[config.mk]
export PLATFORM = sky130hd
export DESIGN_NAME = mem_access_unit_flat
export DESIGN_NICKNAME = d
export VERILOG_FILES = /design/src/rtl/mem_access_pkg.sv /design/src/rtl/mem_access_unit_if.sv /design/src/rtl/mau_align.sv /design/src/rtl/mem_access_unit.sv /design/src/flat_wrapper.sv
export SDC_FILE = /design/constraint.sdc
export NUM_CORES = 1
export LEC_CHECK = 0
export BUFFER_PORTS_ARGS = -buffer_cell sky130_fd_sc_hd__buf_4
export CAP_MARGIN = 40
export CORE_ASPECT_RATIO = 1.1
export CORE_MARGIN = 2
export CORE_UTILIZATION = 40
export CTS_CLUSTER_DIAMETER = 80
export DETAILED_ROUTE_END_ITERATION = 6
export PLACE_DENSITY_LB_ADDON = 0.15
export SYNTH_ARGS = -nofsm -noshare
export SYNTH_HDL_FRONTEND = slang
export SYNTH_SLANG_ARGS = --single-unit
[constraint.sdc]
create_clock -name clk -period 2.3 [get_ports clk]
set_input_delay 0.115 -clock clk [delete_from_list [all_inputs] [get_ports clk]]
set_output_delay 0.115 -clock clk [all_outputs]
set_load 0.005 [all_outputs]
[src/rtl/mem_access_pkg.sv]
// Shared types for the memory access unit: funct3 codes, FSM states, timeout default,
// and request classification helpers used by the top-level.
package mem_access_pkg;

  typedef enum logic [2:0] {
    F3_B  = 3'b000,
    F3_H  = 3'b001,
    F3_W  = 3'b010,
    F3_BU = 3'b100,
    F3_HU = 3'b101
  } funct3_e;

  typedef enum logic {
    S_IDLE = 1'b0,
    S_WAIT = 1'b1
  } state_e;

  localparam int unsigned TIMEOUT_DEFAULT = 255;
  localparam int          CNT_W           = 8;

  // Exactly one of load/store, and a width code that exists for that kind.
  function automatic logic f3_legal(input logic ld, input logic st, input logic [2:0] f3);
    logic ok;
    ok = 1'b0;
    if (ld && !st) begin
      case (f3)
        F3_B, F3_H, F3_W, F3_BU, F3_HU: ok = 1'b1;
        default:                        ok = 1'b0;
      endcase
    end else if (st && !ld) begin
      case (f3)
        F3_B, F3_H, F3_W: ok = 1'b1;
        default:          ok = 1'b0;
      endcase
    end
    return ok;
  endfunction

  function automatic logic misaligned(input logic [2:0] f3, input logic [1:0] off);
    logic mis;
    case (f3)
      F3_H, F3_HU: mis = off[0];
      F3_W:        mis = (off != 2'b00);
      default:     mis = 1'b0;
    endcase
    return mis;
  endfunction

endpackage

[src/rtl/mem_access_unit_if.sv]
// Pipeline-side request/writeback/error signals plus data-memory port of the access unit.
// slave = the access unit itself, master = the pipeline/memory environment driving it.
interface mem_access_unit_if;

  logic        req_valid;
  logic        req_ready;
  logic        req_load;
  logic        req_store;
  logic [2:0]  req_funct3;
  logic [31:0] req_addr;
  logic [31:0] req_wdata;
  logic [4:0]  req_rd;

  logic        dmem_read;
  logic        dmem_write;
  logic [31:0] dmem_address;
  logic [3:0]  dmem_wmask;
  logic [31:0] dmem_wdata;
  logic [31:0] dmem_rdata;
  logic        dmem_resp;

  logic        wb_valid;
  logic [4:0]  wb_rd;
  logic [31:0] wb_rdata;

  logic        err_misalign;
  logic        err_illegal;
  logic        err_timeout;

  modport slave (
    input  req_valid, req_load, req_store, req_funct3, req_addr, req_wdata, req_rd,
    output req_ready,
    output dmem_read, dmem_write, dmem_address, dmem_wmask, dmem_wdata,
    input  dmem_rdata, dmem_resp,
    output wb_valid, wb_rd, wb_rdata,
    output err_misalign, err_illegal, err_timeout
  );

  modport master (
    output req_valid, req_load, req_store, req_funct3, req_addr, req_wdata, req_rd,
    input  req_ready,
    input  dmem_read, dmem_write, dmem_address, dmem_wmask, dmem_wdata,
    output dmem_rdata, dmem_resp,
    input  wb_valid, wb_rd, wb_rdata,
    input  err_misalign, err_illegal, err_timeout
  );

endinterface

[src/rtl/mau_align.sv]
// Combinational lane logic: byte-enable/shift for stores, extract/extend for loads.
// Zero latency, no state, no backpressure.
module mau_align
  import mem_access_pkg::*;
(
  input  logic [2:0]  i_st_funct3,
  input  logic [1:0]  i_st_off,
  input  logic [31:0] i_st_wdata,
  output logic [3:0]  o_wmask,
  output logic [31:0] o_wdata,
  input  logic [2:0]  i_ld_funct3,
  input  logic [1:0]  i_ld_off,
  input  logic [31:0] i_ld_rdata,
  output logic [31:0] o_rdata
);

  logic [31:0] w_ld_sh;

  assign o_wdata = i_st_wdata << {i_st_off, 3'b000};
  assign w_ld_sh = i_ld_rdata >> {i_ld_off, 3'b000};

  always_comb begin
    o_wmask = 4'b1111;
    case (i_st_funct3)
      F3_B:    o_wmask = 4'b0001 << i_st_off;
      F3_H:    o_wmask = 4'b0011 << i_st_off;
      default: o_wmask = 4'b1111;
    endcase
  end

  always_comb begin
    o_rdata = w_ld_sh;
    case (i_ld_funct3)
      F3_B:    o_rdata = {{24{w_ld_sh[7]}}, w_ld_sh[7:0]};
      F3_BU:   o_rdata = {24'h000000, w_ld_sh[7:0]};
      F3_H:    o_rdata = {{16{w_ld_sh[15]}}, w_ld_sh[15:0]};
      F3_HU:   o_rdata = {16'h0000, w_ld_sh[15:0]};
      default: o_rdata = w_ld_sh;
    endcase
  end

endmodule

[src/rtl/mem_access_unit.sv]
// Single-outstanding load/store unit: strobes 1 cycle after accept, writeback 1 cycle after dmem_resp.
// req_ready only in IDLE; errors pulse one cycle after accept; WAIT aborts after TIMEOUT resp-less cycles.
module mem_access_unit
  import mem_access_pkg::*;
#(
  parameter int unsigned TIMEOUT = TIMEOUT_DEFAULT
) (
  input  logic             clk,
  input  logic             rst_n,
  mem_access_unit_if.slave bus
);

  state_e             r_state, w_state;
  logic [CNT_W-1:0]   r_cnt, w_cnt;
  logic               r_read, w_read;
  logic               r_write, w_write;
  logic [31:0]        r_addr, w_addr;
  logic [3:0]         r_wmask, w_wmask;
  logic [31:0]        r_wdata, w_wdata;
  logic               r_is_load, w_is_load;
  logic [2:0]         r_funct3, w_funct3;
  logic [1:0]         r_off, w_off;
  logic [4:0]         r_rd, w_rd;
  logic               r_wb_valid, w_wb_valid;
  logic [4:0]         r_wb_rd, w_wb_rd;
  logic [31:0]        r_wb_rdata, w_wb_rdata;
  logic               r_err_mis, w_err_mis;
  logic               r_err_ill, w_err_ill;
  logic               r_err_to, w_err_to;

  logic               w_legal;
  logic               w_misal;
  logic [3:0]         w_st_mask;
  logic [31:0]        w_st_wdata;
  logic [31:0]        w_ld_rdata;

  assign w_legal = f3_legal(bus.req_load, bus.req_store, bus.req_funct3);
  assign w_misal = misaligned(bus.req_funct3, bus.req_addr[1:0]);

  // Store lanes come from the live request; load extraction uses the captured op.
  mau_align u_align (
    .i_st_funct3 (bus.req_funct3),
    .i_st_off    (bus.req_addr[1:0]),
    .i_st_wdata  (bus.req_wdata),
    .o_wmask     (w_st_mask),
    .o_wdata     (w_st_wdata),
    .i_ld_funct3 (r_funct3),
    .i_ld_off    (r_off),
    .i_ld_rdata  (bus.dmem_rdata),
    .o_rdata     (w_ld_rdata)
  );

  always_comb begin
    w_state    = r_state;
    w_cnt      = r_cnt;
    w_read     = r_read;
    w_write    = r_write;
    w_addr     = r_addr;
    w_wmask    = r_wmask;
    w_wdata    = r_wdata;
    w_is_load  = r_is_load;
    w_funct3   = r_funct3;
    w_off      = r_off;
    w_rd       = r_rd;
    w_wb_valid = 1'b0;
    w_wb_rd    = 5'd0;
    w_wb_rdata = 32'd0;
    w_err_mis  = 1'b0;
    w_err_ill  = 1'b0;
    w_err_to   = 1'b0;

    case (r_state)
      S_IDLE: begin
        if (bus.req_valid) begin
          if (!w_legal) begin
            w_err_ill = 1'b1;
          end else if (w_misal) begin
            w_err_mis = 1'b1;
          end else begin
            w_state   = S_WAIT;
            w_cnt     = '0;
            w_read    = bus.req_load;
            w_write   = bus.req_store;
            w_addr    = {bus.req_addr[31:2], 2'b00};
            w_wmask   = bus.req_store ? w_st_mask : 4'b0000;
            w_wdata   = bus.req_store ? w_st_wdata : 32'd0;
            w_is_load = bus.req_load;
            w_funct3  = bus.req_funct3;
            w_off     = bus.req_addr[1:0];
            w_rd      = bus.req_rd;
          end
        end
      end

      S_WAIT: begin
        if (bus.dmem_resp) begin
          w_state    = S_IDLE;
          w_read     = 1'b0;
          w_write    = 1'b0;
          w_wb_valid = 1'b1;
          w_wb_rd    = r_rd;
          w_wb_rdata = r_is_load ? w_ld_rdata : 32'd0;
        end else if ((32'(r_cnt) + 32'd1) >= TIMEOUT) begin
          // This was the TIMEOUT-th strobe cycle without a response.
          w_state  = S_IDLE;
          w_read   = 1'b0;
          w_write  = 1'b0;
          w_err_to = 1'b1;
        end else begin
          w_cnt = r_cnt + 8'd1;
        end
      end

      default: w_state = S_IDLE;
    endcase
  end

  always_ff @(posedge clk or negedge rst_n) begin
    if (!rst_n) begin
      r_state    <= S_IDLE;
      r_cnt      <= '0;
      r_read     <= 1'b0;
      r_write    <= 1'b0;
      r_addr     <= 32'd0;
      r_wmask    <= 4'd0;
      r_wdata    <= 32'd0;
      r_is_load  <= 1'b0;
      r_funct3   <= 3'd0;
      r_off      <= 2'd0;
      r_rd       <= 5'd0;
      r_wb_valid <= 1'b0;
      r_wb_rd    <= 5'd0;
      r_wb_rdata <= 32'd0;
      r_err_mis  <= 1'b0;
      r_err_ill  <= 1'b0;
      r_err_to   <= 1'b0;
    end else begin
      r_state    <= w_state;
      r_cnt      <= w_cnt;
      r_read     <= w_read;
      r_write    <= w_write;
      r_addr     <= w_addr;
      r_wmask    <= w_wmask;
      r_wdata    <= w_wdata;
      r_is_load  <= w_is_load;
      r_funct3   <= w_funct3;
      r_off      <= w_off;
      r_rd       <= w_rd;
      r_wb_valid <= w_wb_valid;
      r_wb_rd    <= w_wb_rd;
      r_wb_rdata <= w_wb_rdata;
      r_err_mis  <= w_err_mis;
      r_err_ill  <= w_err_ill;
      r_err_to   <= w_err_to;
    end
  end

  assign bus.req_ready    = (r_state == S_IDLE);
  assign bus.dmem_read    = r_read;
  assign bus.dmem_write   = r_write;
  assign bus.dmem_address = r_addr;
  assign bus.dmem_wmask   = r_wmask;
  assign bus.dmem_wdata   = r_wdata;
  assign bus.wb_valid     = r_wb_valid;
  assign bus.wb_rd        = r_wb_rd;
  assign bus.wb_rdata     = r_wb_rdata;
  assign bus.err_misalign = r_err_mis;
  assign bus.err_illegal  = r_err_ill;
  assign bus.err_timeout  = r_err_to;

endmodule

[src/flat_wrapper.sv]
// flat-port wrapper written by rule: the top's interface ports become plain ports
module mem_access_unit_flat import mem_access_pkg::*;
#(
  parameter int unsigned TIMEOUT = TIMEOUT_DEFAULT
)
  (clk, rst_n, bus_req_valid, bus_req_load, bus_req_store, bus_req_funct3, bus_req_addr, bus_req_wdata, bus_req_rd, bus_req_ready, bus_dmem_read, bus_dmem_write, bus_dmem_address, bus_dmem_wmask, bus_dmem_wdata, bus_dmem_rdata, bus_dmem_resp, bus_wb_valid, bus_wb_rd, bus_wb_rdata, bus_err_misalign, bus_err_illegal, bus_err_timeout);
  mem_access_unit_if bus_i ();
  input  logic clk;
  input  logic rst_n;
  input wire logic [$bits(bus_i.req_valid)-1:0] bus_req_valid;
  input wire logic [$bits(bus_i.req_load)-1:0] bus_req_load;
  input wire logic [$bits(bus_i.req_store)-1:0] bus_req_store;
  input wire logic [$bits(bus_i.req_funct3)-1:0] bus_req_funct3;
  input wire logic [$bits(bus_i.req_addr)-1:0] bus_req_addr;
  input wire logic [$bits(bus_i.req_wdata)-1:0] bus_req_wdata;
  input wire logic [$bits(bus_i.req_rd)-1:0] bus_req_rd;
  output wire logic [$bits(bus_i.req_ready)-1:0] bus_req_ready;
  output wire logic [$bits(bus_i.dmem_read)-1:0] bus_dmem_read;
  output wire logic [$bits(bus_i.dmem_write)-1:0] bus_dmem_write;
  output wire logic [$bits(bus_i.dmem_address)-1:0] bus_dmem_address;
  output wire logic [$bits(bus_i.dmem_wmask)-1:0] bus_dmem_wmask;
  output wire logic [$bits(bus_i.dmem_wdata)-1:0] bus_dmem_wdata;
  input wire logic [$bits(bus_i.dmem_rdata)-1:0] bus_dmem_rdata;
  input wire logic [$bits(bus_i.dmem_resp)-1:0] bus_dmem_resp;
  output wire logic [$bits(bus_i.wb_valid)-1:0] bus_wb_valid;
  output wire logic [$bits(bus_i.wb_rd)-1:0] bus_wb_rd;
  output wire logic [$bits(bus_i.wb_rdata)-1:0] bus_wb_rdata;
  output wire logic [$bits(bus_i.err_misalign)-1:0] bus_err_misalign;
  output wire logic [$bits(bus_i.err_illegal)-1:0] bus_err_illegal;
  output wire logic [$bits(bus_i.err_timeout)-1:0] bus_err_timeout;
  assign bus_i.req_valid = bus_req_valid;
  assign bus_i.req_load = bus_req_load;
  assign bus_i.req_store = bus_req_store;
  assign bus_i.req_funct3 = bus_req_funct3;
  assign bus_i.req_addr = bus_req_addr;
  assign bus_i.req_wdata = bus_req_wdata;
  assign bus_i.req_rd = bus_req_rd;
  assign bus_req_ready = bus_i.req_ready;
  assign bus_dmem_read = bus_i.dmem_read;
  assign bus_dmem_write = bus_i.dmem_write;
  assign bus_dmem_address = bus_i.dmem_address;
  assign bus_dmem_wmask = bus_i.dmem_wmask;
  assign bus_dmem_wdata = bus_i.dmem_wdata;
  assign bus_i.dmem_rdata = bus_dmem_rdata;
  assign bus_i.dmem_resp = bus_dmem_resp;
  assign bus_wb_valid = bus_i.wb_valid;
  assign bus_wb_rd = bus_i.wb_rd;
  assign bus_wb_rdata = bus_i.wb_rdata;
  assign bus_err_misalign = bus_i.err_misalign;
  assign bus_err_illegal = bus_i.err_illegal;
  assign bus_err_timeout = bus_i.err_timeout;
  mem_access_unit #(.TIMEOUT(TIMEOUT)) u_core (.clk(clk), .rst_n(rst_n), .bus(bus_i));
endmodule
==> flow_metrics.tcl, run 1 <==
set metrics [dict create \
    synth_fa_ha_area_share_pct 0.4098 \
    synth-seq-area-share_pct 52.86 \
    die-area_mm2 0.01627 \
    wl_per_cell_um 17.22 \
    grt_pass1_wl_mm 27.10 \
    crit_path_end "u_core.r_cnt[7]" \
    finalSetupViolations 0 \
    grt_antenna_before_repair 0 \
    drive_gt1_share_pct 36.32 \
    core.rowCount 47 \
    dp_hpwl_mm 12.31 \
    grt_pass1_vias 5212 \
    cpMostUsedCell "buf_4" \
    synthArstFlopShare_pct 100.0 \
    area_delta_synth_final_pct 49.74 \
    coreArea_mm2 0.01500 \
    min_from "bus_req_funct3[0]" \
    grt_max_degree 54 \
    synth-simple-area-share_pct 8.974 \
    period_needed_ps 2186 \
    htree_num_levels 4 \
    clock_path_buffers 2 \
    r2r_cells 7 \
    drv_cap 0 \
    via_per_inst 5.134 \
    rsz0062_at_grt "false" \
    grt.met1_usage_pct 26.10 \
    pre_cts_slack_ps 259.4 \
    synth_compound_area_share_pct 14.16 \
    synth_top_family_by_area "multiplexers" \
    met2_usage_pct 37.55 \
    outcome "finished, final reports clean" \
    gr-usage-all-layers_pct 21.55 \
    synth-xor-area-share_pct 0 \
    finalCritPeriodShare_pct 95.04 \
    synth.distinct_cells 47 \
    ant_nets 0 \
    vias 5247 \
    cts_tree "yes" \
    final_nets 926 \
    worst_skew_pair.late_latency_ps 410 \
    busiest_layer "met2" \
    netlist_instances 543 \
    mostFrequentLayoutCell "buf_4" \
    maxSlewViolCount 0 \
    initial_core_util_pct 40.73 \
    die_h_um 133.6 \
    max_freq_mhz 457.5 \
    max_stage_delay_ps 760 \
    irDropWorstVdd_v 0.0005473 \
    tightestPinTransition_ps 863.1 \
    first_iter_violations 274 \
    synth-edff-count 0 \
    synth_mux_area_share_pct 18.56 \
    clk_pin_slew_ps 50 \
    antenna_cells 0 \
    ys_seq_elements 129 \
    finClkSkew_ps 5.240 \
    gp_congestion 0.8637 \
    final_cell_mix "buf_4 (235), dfrtp_1 (129), dlygate4sd3_1 (58)" \
    postRouteWirelength_mm 17.60 \
    r2r_start "u_core.r_cnt[0]" \
    overflow 0 \
    crit_path_start "bus_req_store" \
    cts_resized 0 \
    end_kind "register" \
    numCtsBuffers 17 \
    use_met3_pct 5.608 \
    max-slew-margin-rel_pct 41.97 \
    r2r-end "u_core.r_cnt[7]" \
    slowest_stage "o31ai_1" \
    synth_area_mm2 0.006107 \
    port_buffers 219 \
    hold_violations 0 \
    yosys_warnings 0 \
    rrSetupSlack_ps 240 \
    power.leakage_nw 4.529 \
    fin_tns_setup_ps 0 \
    cts.sinks 129 \
    worstPathRequired_ps 2550 \
    cp_max_fo 24 \
    cp.arrival_ps 2440 \
    critPathKind "in2reg" \
    first_pass_iters 4 \
    cts_root_buffer "clkbuf_16" \
    die_w_um 121.8 \
    remaining_drc_errors 0 \
    setup_slack_ps 114.2 \
    post_synth.cell_area_avg_um2 11.25 \
    ys.flop_type "dfrtp_1" \
    critical_path.cell_chain "dlygate4sd3_1, buf_4, nor3b_2, a21oi_1, o32a_1, buf_4, o31ai_1, o21ai_0" \
    hold_class "in2reg" \
    powerDensity_mw_per_mm2 870.7 \
    cp-start-kind "input port" \
    io_pins 222 \
]
-- routing by layer --
metal  share of wire (%)  vias up
li1                    -     2481
met1                  41     2538
met2                  51      208
met3                 7.0       20
met4                 1.6        0
met5                   0        -
-- cells by family after synthesis --
group	Yosys count
other cells	1
fa+ha+maj	2
compound gates	132
buf+inv	62
mux	103
simple gates	114
flops	129
-- Yosys cell counts (4+ instances only) --
master | n | area share, %
nand3_1 | 4 | 0.33
clkbuf_1 | 26 | 1.6
or3_1 | 4 | 0.41
nor2_1 | 15 | 0.92
mux2_1 | 35 | 6.5
mux2_2 | 19 | 3.5
mux2_4 | 7 | 1.7
a31oi_1 | 5 | 0.51
dfrtp_1 | 129 | 53
o31ai_1 | 20 | 2.5
mux2i_1 | 42 | 6.9
nor2b_1 | 11 | 1.1
a21oi_1 | 11 | 0.90
inv_1 | 19 | 1.2
and3_1 | 6 | 0.61
nor3_1 | 4 | 0.33
o21ai_1 | 8 | 0.66
o211ai_1 | 10 | 1.2
buf_6 | 7 | 1.3
a211oi_1 | 14 | 1.7
nand2_1 | 55 | 3.4
o21ai_0 | 43 | 3.5
buf_4 | 4 | 0.49
a21o_1 | 8 | 0.98
-- worst max-delay path: cells and delay by family --
family,cells,cell delay [ps]
AOI/OAI and AO/OA,4,1190
buffers and inverters,3,940
and+or+nand+nor,1,180
-- report_power, final --
group          internal, W  switching, W  total, W
Combinational      0.00107      0.000858   0.00193
Sequential         0.00272      0.000322   0.00304
Clock              0.00198       0.00101   0.00300
-- registers in the layout, summed over array words and instances (netlist names), 2 cells and up --
register	cells
u_core.bus.dmem_wdata	32
u_core.bus.wb_rdata	32
u_core.bus.dmem_address	30
u_core.r_cnt	8
u_core.bus.wb_rd	5
u_core.r_rd	5
u_core.bus.dmem_wmask	4
u_core.r_funct3	3
u_core.r_off	2
-- final cells by class --
class / instances / area (µm²)
repair buffers: 294 / 2356
clock inverters: 12 / 203.9
multi-input cells: 353 / 2587
clock buffers: 19 / 452.9
inverters: 19 / 71.32
well taps: 196 / 245.2
fillers: 1211 / 5851
flip-flops and latches: 129 / 3228
-- stage by stage --
| stage | util, % | instances | cell area [µm²] | hold slack (ps) | power [W] |
|---|---|---|---|---|---|
| global placement | 52.73 | 933 | 7908 | 90.51 | 0.004863 |
| CTS | 60.98 | 1022 | 9145 | 11.24 | 0.008026 |
| detailed placement | 52.73 | 933 | 7908 | 99.14 | 0.004918 |
| floorplan | - | 544 | 6111 | -180.6 | 0.003941 |
| finish | 60.98 | 1022 | 9145 | 27.12 | 0.007963 |
| global route | 60.98 | 1022 | 9145 | 32.28 | 0.008354 |
-- repair_timing --
action,in CTS,in global routing
hold endpoints to repair,109,0
buffers inserted,0,0
hold buffers,58,0
-- worst min path at each step --
| stage | end | depth (start not counted) |
|---|---|---|
| 2_1_floorplan | u_core.bus.dmem_address[10] | 0 |
| 3_3_place_gp | u_core.bus.dmem_address[11] | 1 |
| 3_5_place_dp | u_core.bus.dmem_address[12] | 1 |
| 4_1_cts | u_core.r_funct3[0] | 2 |
| 5_1_grt | u_core.r_funct3[0] | 2 |
| 6_report | u_core.r_funct3[0] | 2 |
Note: power is estimated with default switching activity, not from simulation.
==> run 2: changes to the inputs <==
ABC_AREA = 1   (was default)
CORE_MARGIN = default   (was 2)
==> flow_metrics.tcl, run 2 <==
set metrics [dict create \
    grt.met1_usage_pct 30.34 \
    yosys.area.top_type_share_pct 54.03 \
    cp.arrival_ps 2290 \
    end_kind "register" \
    dp_hpwl_mm 12.16 \
    clkPwrFrac_pct 35.7 \
    numCtsBuffers 17 \
    irDropWorstVdd_v 0.0004635 \
    rsz0062_at_grt "false" \
    synth_top_area_cell "dfrtp_1" \
    post_synth.cell_area_avg_um2 7.966 \
    die-area_mm2 0.01543 \
    grt_pass1_vias 5812 \
    die_w_um 118.5 \
    overflow 0 \
    cts.sinks 129 \
    coreArea_mm2 0.01450 \
    worst_skew_pair.late_latency_ps 420 \
    yosys.cell_count.top_type "nand2_1" \
    cts_setup_buffers 0 \
    min_to "u_core.bus.wb_rdata[25]" \
    final_nets 1144 \
    finalSetupViolations 0 \
    drive_gt1_share_pct 26.32 \
    htree_num_levels 4 \
    swShare_pct 30.33 \
    p_sw_w 0.002149 \
    p_int_w 0.004937 \
    finalCritPeriodShare_pct 86.07 \
    clk_pin_slew_ps 60 \
    synth-edff-count 0 \
    max-slew-margin-rel_pct 56.39 \
    io_pins 222 \
    r2r-end "u_core.r_cnt[7]" \
    synthArstFlopShare_pct 100.0 \
    use_met3_pct 7.080 \
    max_freq_mhz 505.1 \
    hold_class "in2reg" \
    met2_usage_pct 40.11 \
    tightestPinTransition_ps 653.4 \
    maxSlewViolCount 0 \
    min_path_cells 3 \
    min_from "bus_dmem_rdata[25]" \
    ys.flop_type "dfrtp_1" \
    critPathKind "reg2reg" \
    gr-usage-all-layers_pct 24.24 \
    grt_pass1_wl_mm 29.06 \
    fill_cells 1333 \
    synth_area_mm2 0.005974 \
    power.leakage_nw 4.854 \
    cp-start-kind "register" \
    antenna_cells 0 \
    netlist_instances 750 \
    first_pass_iters 7 \
    period_needed_ps 1980 \
    first_iter_violations 368 \
    grt_max_degree 90 \
    ant_nets 0 \
    area_delta_synth_final_pct 52.00 \
    via_per_inst 4.833 \
    power_w 0.007086 \
    combPwrFrac_pct 25.0 \
    die_h_um 130.2 \
    cts_root_buffer "clkbuf_16" \
    seq_power_share_pct 39.3 \
    powerDensity_mw_per_mm2 780.3 \
    ys_seq_elements 129 \
    vias 5978 \
    drv_cap 0 \
    worstPathRequired_ps 2610 \
    finClkSkew_ps 8.640 \
    synth.area.top_cells "dfrtp_1 (54%), nand2_1 (20%), o21ai_0 (3.4%), nand3_1 (3.3%), nor2_1 (3.2%)" \
    clock_path_buffers 2 \
    final_cell_mix "nand2_1 (322), buf_4 (231), dfrtp_1 (129)" \
    cp_max_fo 9 \
    gp_congestion 0.7944 \
    synth.distinct_cells 32 \
    yosys_warnings 0 \
    busiest_layer "met2" \
    r2r_cells 11 \
    wl_per_cell_um 14.53 \
    port_buffers 219 \
    r2r_start "u_core.r_cnt[0]" \
    remaining_drc_errors 0 \
    core.rowCount 46 \
    netlist_top_cells_count "nand2_1 (322), dfrtp_1 (129), nor2_1 (51), o21ai_0 (41), nand3_1 (39)" \
    fin_tns_setup_ps 0 \
    grt_antenna_before_repair 0 \
    synth-seq-area-share_pct 54.03 \
    initial_core_util_pct 41.19 \
    cts_tree "yes" \
    rrSetupSlack_ps 320 \
    mostFrequentLayoutCell "nand2_1" \
    cts_resized 0 \
    outcome "finished, final reports clean" \
    hold_violations 0 \
    postRouteWirelength_mm 17.98 \
]
==> run 2: cell families after synthesis <==
| group | after synthesis | synth area share [%] |
|---|---|---|
| simple gates | 421 | 27.67 |
| flops | 129 | 54.03 |
| compound gates | 112 | 11.02 |
| buf+inv | 78 | 5.634 |
| mux | 7 | 1.173 |
| fa+ha+maj | 2 | 0.4188 |
| other cells | 1 | 0.06277 |
==> run 2: power groups by stage <==
stage          clock [W]  combinational, W  sequential [W]
5_1_grt          0.00270           0.00199         0.00282
2_1_floorplan          0          0.000810         0.00281
3_3_place_gp           0           0.00165         0.00281
3_5_place_dp           0           0.00167         0.00281
4_1_cts          0.00259           0.00177         0.00278
6_report         0.00253           0.00177         0.00278
==> run 2: stage by stage <==
| step | setup WS [ps] | instance area (µm²) | instances | util (%) | hold slack, ps |
|---|---|---|---|---|---|
| 6_report | 320.3 | 9081 | 1237 | 62.61 | 24.98 |
| 4_1_cts | 325.7 | 9081 | 1237 | 62.61 | 4.748 |
| 5_1_grt | 105.4 | 9081 | 1237 | 62.61 | 35.13 |
| 3_3_place_gp | 360.8 | 7807 | 1134 | 53.83 | 143.5 |
| 3_5_place_dp | 349.1 | 7807 | 1134 | 53.83 | 135.4 |
| 2_1_floorplan | 667.4 | 5978 | 751 | - | -180.6 |
==> run 2: how the worst max path moves through the flow <==
stage	from	end	slack, ps	depth (start not counted)
2_1_floorplan	u_core.r_cnt[0]	u_core.bus.dmem_read	670	12
3_3_place_gp	u_core.r_cnt[0]	u_core.r_cnt[6]	360	11
3_5_place_dp	u_core.r_cnt[0]	u_core.r_cnt[4]	350	11
4_1_cts	u_core.r_cnt[0]	u_core.r_cnt[4]	330	11
5_1_grt	u_core.r_cnt[0]	u_core.r_cnt[6]	110	11
6_report	u_core.r_cnt[0]	u_core.r_cnt[7]	320	11
==> run 2: area by class of cell <==
class | instances | area, µm² | area share, %
clock buffer | 17 | 425.4 | 4.684
multi-input combinational | 544 | 2414 | 26.58
sequential | 129 | 3228 | 35.55
timing repair buffer | 305 | 2505 | 27.58
inverter | 35 | 131.4 | 1.447
clock inverter | 15 | 137.6 | 1.516
tap | 192 | 240.2 | 2.645
==> run 2: worst max-delay path, stage by stage, from the launching register on <==
cell and delay [ps]:
dfrtp_1 420, ha_1 240, nand2_1 70, inv_1 90, nor2_1 100, nand3_1 80
nor2_1 130, nand3_1 120, nand3_1 270, nand2_2 200, nand2_1 110, nand2_1 50
==> run 2: what timing repair did <==
action	CTS	global route
hold buffers	71	0
hold endpoints to repair	103	0
endpoints found under the setup margin	0	0
==> run 2: routing by layer <==
layer | part of all wire [%] | vias up
li1 | - | 2974
met1 | 41 | 2790
met2 | 50 | 191
met3 | 6.5 | 23
met4 | 1.8 | 0
met5 | 0 | -
